<file path="config.mk">
export PLATFORM = sky130hd
export DESIGN_NAME = activity_session_tracker
export DESIGN_NICKNAME = d
export VERILOG_FILES = /design/src/rtl/activity_session_tracker.sv
export SDC_FILE = /design/constraint.sdc
export NUM_CORES = 1
export LEC_CHECK = 0
export BUFFER_PORTS_ARGS = -buffer_cell sky130_fd_sc_hd__buf_2
export CORE_ASPECT_RATIO = 0.6
export CORE_UTILIZATION = 46
export DETAILED_ROUTE_END_ITERATION = 12
export GPL_TIMING_DRIVEN = 0
export HOLD_SLACK_MARGIN = 0.12
export PLACE_DENSITY = 0.72
export SLEW_MARGIN = 20
export SYNTH_ARGS = -nofsm -noshare
export SYNTH_HDL_FRONTEND = slang
export SYNTH_SLANG_ARGS = --single-unit
</file>
<file path="constraint.sdc">
create_clock -name clk -period 4.6 [get_ports clk]
set_input_delay 0.92 -clock clk [delete_from_list [all_inputs] [get_ports clk]]
set_output_delay 0.92 -clock clk [all_outputs]
set_load 0.05 [all_outputs]
</file>
<file path="src/rtl/activity_session_tracker.sv">
// Multi-activity session tracker: start/stop/clear session FSM, 1 s prescaler,
// per-channel seconds and MET*weight calorie accumulators with sticky saturation flags.
module activity_session_tracker #(
    parameter int                 N_ACT       = 3,
    parameter int                 CLK_PER_SEC = 1000,
    parameter int                 SEC_W       = 16,
    parameter int                 CAL_W       = 24,
    parameter int                 WEIGHT_W    = 8,
    parameter logic [N_ACT*8-1:0] MET_TABLE   = {8'd10, 8'd5, 8'd8}
) (
    input  logic                              clk,
    input  logic                              rst,
    input  logic                              start,
    input  logic                              stop,
    input  logic                              clear,
    input  logic [N_ACT-1:0]                  act_req,
    input  logic [WEIGHT_W-1:0]               weight,
    input  logic [$clog2(N_ACT)-1:0]          rd_sel,
    output logic [1:0]                        state,
    output logic [N_ACT-1:0]                  act_cur,
    output logic                              tick,
    output logic [SEC_W-1:0]                  rd_seconds,
    output logic [CAL_W-1:0]                  rd_calories,
    output logic [SEC_W+$clog2(N_ACT)-1:0]    total_seconds,
    output logic [N_ACT-1:0]                  sat
);

    localparam int SEL_W  = $clog2(N_ACT);
    localparam int PRE_W  = $clog2(CLK_PER_SEC);
    localparam int PROD_W = 8 + WEIGHT_W;
    localparam int SUM_W  = ((CAL_W > PROD_W) ? CAL_W : PROD_W) + 1;
    localparam int TOT_W  = SEC_W + SEL_W;
    localparam logic [PRE_W-1:0] PRE_MAX = PRE_W'(CLK_PER_SEC - 1);

    typedef enum logic [1:0] {
        ST_IDLE  = 2'd0,
        ST_RUN   = 2'd1,
        ST_PAUSE = 2'd2
    } state_t;

    state_t             r_state;
    state_t             w_state_nxt;
    logic [PRE_W-1:0]   r_presc;
    logic [PRE_W-1:0]   w_presc_nxt;
    logic               r_tick;
    logic               w_tick_nxt;
    logic [N_ACT-1:0]   r_act_cur;
    logic [N_ACT-1:0]   w_act_nxt;
    logic [N_ACT-1:0]   r_sat;
    logic [N_ACT-1:0]   w_credit;
    logic [N_ACT-1:0]   w_cal_ovf;
    logic [N_ACT-1:0]   w_sec_full;
    logic [SEC_W-1:0]   r_sec     [N_ACT];
    logic [CAL_W-1:0]   r_cal     [N_ACT];
    logic [SUM_W-1:0]   w_prod    [N_ACT];
    logic [SUM_W-1:0]   w_cal_sum [N_ACT];

    always_ff @(posedge clk or negedge rst) begin
        if (!rst) begin
            r_state <= ST_IDLE;
        end else begin
            r_state <= w_state_nxt;
        end
    end

    // clear beats stop beats start; a stop in IDLE/PAUSE also masks a same-cycle start.
    always_comb begin
        w_state_nxt = r_state;
        if (clear) begin
            w_state_nxt = ST_IDLE;
        end else begin
            case (r_state)
                ST_IDLE:  if (start && !stop) w_state_nxt = ST_RUN;
                ST_RUN:   if (stop)           w_state_nxt = ST_PAUSE;
                ST_PAUSE: if (start && !stop) w_state_nxt = ST_RUN;
                default:                      w_state_nxt = ST_IDLE;
            endcase
        end
    end

    always_comb begin
        w_tick_nxt  = (r_state == ST_RUN) && (r_presc == PRE_MAX) && !clear;
        w_presc_nxt = r_presc;
        if (clear) begin
            w_presc_nxt = '0;
        end else begin
            case (r_state)
                ST_RUN:   w_presc_nxt = w_tick_nxt ? '0 : r_presc + PRE_W'(1);
                ST_PAUSE: w_presc_nxt = r_presc;
                default:  w_presc_nxt = '0;
            endcase
        end
    end

    // Isolate the lowest set request bit: fixed priority towards channel 0.
    assign w_act_nxt = act_req & (~act_req + N_ACT'(1));

    always_ff @(posedge clk or negedge rst) begin
        if (!rst) begin
            r_presc   <= '0;
            r_tick    <= 1'b0;
            r_act_cur <= '0;
        end else begin
            r_presc   <= w_presc_nxt;
            r_tick    <= w_tick_nxt;
            r_act_cur <= w_act_nxt;
        end
    end

    assign w_credit = {N_ACT{w_tick_nxt}} & r_act_cur;

    always_comb begin
        for (int i = 0; i < N_ACT; i++) begin
            w_prod[i]     = SUM_W'(MET_TABLE[i*8 +: 8]) * SUM_W'(weight);
            w_cal_sum[i]  = SUM_W'(r_cal[i]) + w_prod[i];
            w_cal_ovf[i]  = |w_cal_sum[i][SUM_W-1:CAL_W];
            w_sec_full[i] = &r_sec[i];
        end
    end

    // sat marks a credit that had to be clamped, in either counter.
    always_ff @(posedge clk or negedge rst) begin
        if (!rst) begin
            for (int i = 0; i < N_ACT; i++) begin
                r_sec[i] <= '0;
                r_cal[i] <= '0;
            end
            r_sat <= '0;
        end else if (clear) begin
            for (int i = 0; i < N_ACT; i++) begin
                r_sec[i] <= '0;
                r_cal[i] <= '0;
            end
            r_sat <= '0;
        end else begin
            for (int i = 0; i < N_ACT; i++) begin
                if (w_credit[i]) begin
                    if (!w_sec_full[i]) begin
                        r_sec[i] <= r_sec[i] + SEC_W'(1);
                    end
                    r_cal[i] <= w_cal_ovf[i] ? '1 : w_cal_sum[i][CAL_W-1:0];
                    if (w_sec_full[i] || w_cal_ovf[i]) begin
                        r_sat[i] <= 1'b1;
                    end
                end
            end
        end
    end

    always_comb begin
        rd_seconds    = '0;
        rd_calories   = '0;
        total_seconds = '0;
        for (int i = 0; i < N_ACT; i++) begin
            if (rd_sel == SEL_W'(i)) begin
                rd_seconds  = r_sec[i];
                rd_calories = r_cal[i];
            end
            total_seconds = total_seconds + TOT_W'(r_sec[i]);
        end
    end

    assign state   = r_state;
    assign act_cur = r_act_cur;
    assign tick    = r_tick;
    assign sat     = r_sat;

endmodule

</file>
==> flow_summary.json <==
{
  "floorplan.rows": 41,
  "synthesis.instances": 1158,
  "number_of_antenna_violations_at_the_first_check_in_global_routing": 0,
  "floorplan.initialDensity": 0.4767,
  "timing.critical_path.fanout_max": 7,
  "critical_path_arrival_ns": 3.56,
  "min_clock_period_post_route_ns": 4.476,
  "final-setup-viol-count": 0,
  "status": "finished, final reports clean",
  "first_global_vias": 8686,
  "grt.overflow.total": 0,
  "htree_num_levels": 4,
  "setup.worst_path.start_class": "flip-flop",
  "dieWidth_um": 194.0,
  "power_density_nw_per_um2": 257.3,
  "vias_per_cell": 6.078,
  "synth.ff_latch_count": 137,
  "cts_buffer_depth": 2,
  "tritoncts_num_sinks": 137,
  "synth-edff-count": 0,
  "worst_hold_slack_ns": 0.4612,
  "reg2reg_from": "r_cal[27]$_DFFE_PN0P_",
  "max_clock_freq_mhz": 223.4,
  "drt-total-wl_mm": 31.77,
  "layout.cells.most_common_list": "sky130_fd_sc_hd__dfrtp_1, sky130_fd_sc_hd__nor2_1, sky130_fd_sc_hd__nand2_1",
  "flow.area_growth_from_synthesis_pct": 15.10,
  "timing_worst_slew_pin_value_ns": 0.9158,
  "post_synth_design_cell_area_um2": 10170,
  "drv.max_cap_violation_count": 0,
  "critical_path_start_end_classification": "flip-flop to primary output",
  "synth_top_flop_cell": "sky130_fd_sc_hd__dfrtp_1",
  "finalHoldViolations": 0,
  "synth_nets": 1267,
  "area_of_the_core_um2": 21340,
  "detailed_place_hpwl_mm": 24.18,
  "global_route.usage.total": 0.2863,
  "slew_headroom": 0.3895,
  "die_height_um": 117.2,
  "diodes": 0,
  "ctsHoldBuffers": 0,
  "finish.net_count": 1374,
  "numPlacedInstances": 1521,
  "final_common_cell": "sky130_fd_sc_hd__dfrtp_1",
  "detail-route-antenna-nets": 0,
  "fp.dieArea_um2": 22730,
  "port_buffers": 82,
  "post_layout_nonfiller_instances": 1557,
  "dpl-instance-area_um2": 10980,
  "tritoncts": "done",
  "drtPass1Iterations": 6,
  "cts_inserted_buffers": 17,
  "drt-wirelength-per-cell_um": 20.40,
  "worst_ir_drop_vdd_v": 0.0002447,
  "finish.utilization": 0.5487,
  "yosys_warnings": 0,
  "pin_count": 85,
  "gp_congestion": 0.9936,
  "ys_async_sr_fraction": 1.000,
  "post_route_cells_drive_above_1_share": 0.1174,
  "worstSkewPairLatency_ns": 0.43,
  "finalMaxSlewViolations": 0,
  "grt_pass1_wl_mm": 49.23,
  "route.vias.total": 9463,
  "synth.lib_cells_used.distinct": 67,
  "clock_transition_at_the_register_clock_pins_on_the_worst_setup_and_hold_paths_after_cts_ns": 0.06,
  "drt-initial-drc-count": 1014,
  "average_instance_area_after_synthesis_um2": 8.785,
  "cts_root_buf": "sky130_fd_sc_hd__clkbuf_16",
  "layout.filler_cells": 1916,
  "finClkSkew_ns": 0.01329,
  "grt_start_max_net_pins": 79,
  "synth_seq_area_share": 0.3370,
  "remaining_drc_errors": 0,
  "leakage_nw": 5.396,
  "final_area_um2": 11710,
  "final.period_utilization": 0.9731,
  "timing.hold.worst.class": "input pin to async pin",
  "total_power_mw": 3.013,
  "wp_data_required_ns": 3.68,
  "timing.critical_path.from": "r_sec[2]$_DFFE_PN0P_",
  "critPathCaptureType": "primary output"
}
cell type report:
class                   count  area (µm²)  area share
well taps                 279       349.1     0.02981
repair buffers             89       504.2     0.04306
multi-input cells         944        6490      0.5542
inverters                  37       143.9     0.01229
plain buffers              39       156.4     0.01336
clock inverters             7       137.6     0.01175
clock buffers              25       495.5     0.04231
flip-flops and latches    137        3433      0.2932
kinds of logic after synthesis:
family | after synthesis | share of synthesized area
AO/OA/AOI/OAI | 293 | 0.1770
XOR/XNOR | 86 | 0.07404
adder cells (fa/ha/maj) | 91 | 0.1318
buffers and inverters | 77 | 0.02989
flip-flops | 137 | 0.3370
multiplexers | 43 | 0.04255
AND/OR/NAND/NOR | 431 | 0.2077
flip-flops by register name, indices dropped and copies added (netlist names):
signal	cells
r_cal	70
tick	1
r_sec	48
sat	3
state	2
r_presc	10
act_cur	3
power breakdown:
part / switching (mW) / internal [mW]
sequential: 0.00481 / 1.21
clock: 0.527 / 0.965
combinational: 0.205 / 0.103
total: 0.737 / 2.28
layer usage:
metal / global-route usage / vias to the layer above / wire (µm)
met5: 0 / - / 0
met4: 0.06931 / 0 / 426
met2: 0.3842 / 445 / 12320
met1: 0.4366 / 4578 / 15290
li1: - / 4404 / -
met3: 0.09198 / 36 / 3732
per-stage QoR:
step,setup WS (ns),setup TNS (ns)
6_report,0.1236,0
5_1_grt,-0.002058,-0.002058
4_1_cts,0.01397,0
3_5_place_dp,-0.4268,-3.891
3_3_place_gp,-0.3699,-3.290
2_1_floorplan,0.3110,0
critical path, cell delays in order, from the launching register on:
cell and delay [ns]:
sky130_fd_sc_hd__dfrtp_1 0.50, sky130_fd_sc_hd__fa_1 0.54, sky130_fd_sc_hd__ha_1 0.34, sky130_fd_sc_hd__a211oi_2 0.30, sky130_fd_sc_hd__o21a_1 0.23, sky130_fd_sc_hd__nor3_1 0.11
sky130_fd_sc_hd__o31a_1 0.31, sky130_fd_sc_hd__a21o_1 0.19, sky130_fd_sc_hd__a21oi_1 0.19, sky130_fd_sc_hd__xnor2_1 0.14, sky130_fd_sc_hd__buf_2 0.28
cells in the mapped netlist (all sizes together), types with 4 or more instances:
master / instances / share of area
a211oi: 18 / 0.013
nand2b: 8 / 0.0049
buf: 4 / 0.0023
fa: 27 / 0.053
nor3: 33 / 0.017
nand3b: 4 / 0.0030
a21oi: 69 / 0.034
o211ai: 29 / 0.021
xnor2: 40 / 0.034
o21ai: 95 / 0.047
o21bai: 6 / 0.0044
nor2b: 14 / 0.0086
a31oi: 19 / 0.012
o21a: 13 / 0.0096
nor2: 110 / 0.041
and4: 5 / 0.0043
o31a: 4 / 0.0034
a21o: 15 / 0.011
nand3: 61 / 0.030
nand4: 21 / 0.013
dfrtp: 137 / 0.34
nor3b: 7 / 0.0052
or3: 7 / 0.0043
nor4: 8 / 0.0070
ha: 64 / 0.079
and2: 14 / 0.0086
inv: 36 / 0.013
mux2i: 41 / 0.040
nand2: 109 / 0.041
xor2: 46 / 0.040
and3: 21 / 0.013
clkbuf: 36 / 0.013
worst paths after layout:
path                       depth (start not counted)                     end  slack (ns)
hold / removal                                     1   r_sec[34]$_DFFE_PN0P_        0.46
hold reg to reg                                    1  r_presc[0]$_DFFE_PN0P_        0.54
min in group clk                                   1  r_presc[0]$_DFFE_PN0P_        0.54
setup reg to reg                                  10   r_cal[47]$_DFFE_PN0P_        1.25
setup / recovery                                  10       total_seconds[14]        0.12
max in group asynchronous                          2   r_cal[57]$_DFFE_PN0P_        3.38
what timing repair did:
| item | CTS | global route |
|---|---|---|
| buffers inserted | 0 | 5 |
| pin swaps | 0 | 7 |
| endpoints found under the setup margin | 4 | 18 |
| gates resized for setup | 6 | 15 |
No activity file was read; power rests on OpenSTA's default activity.
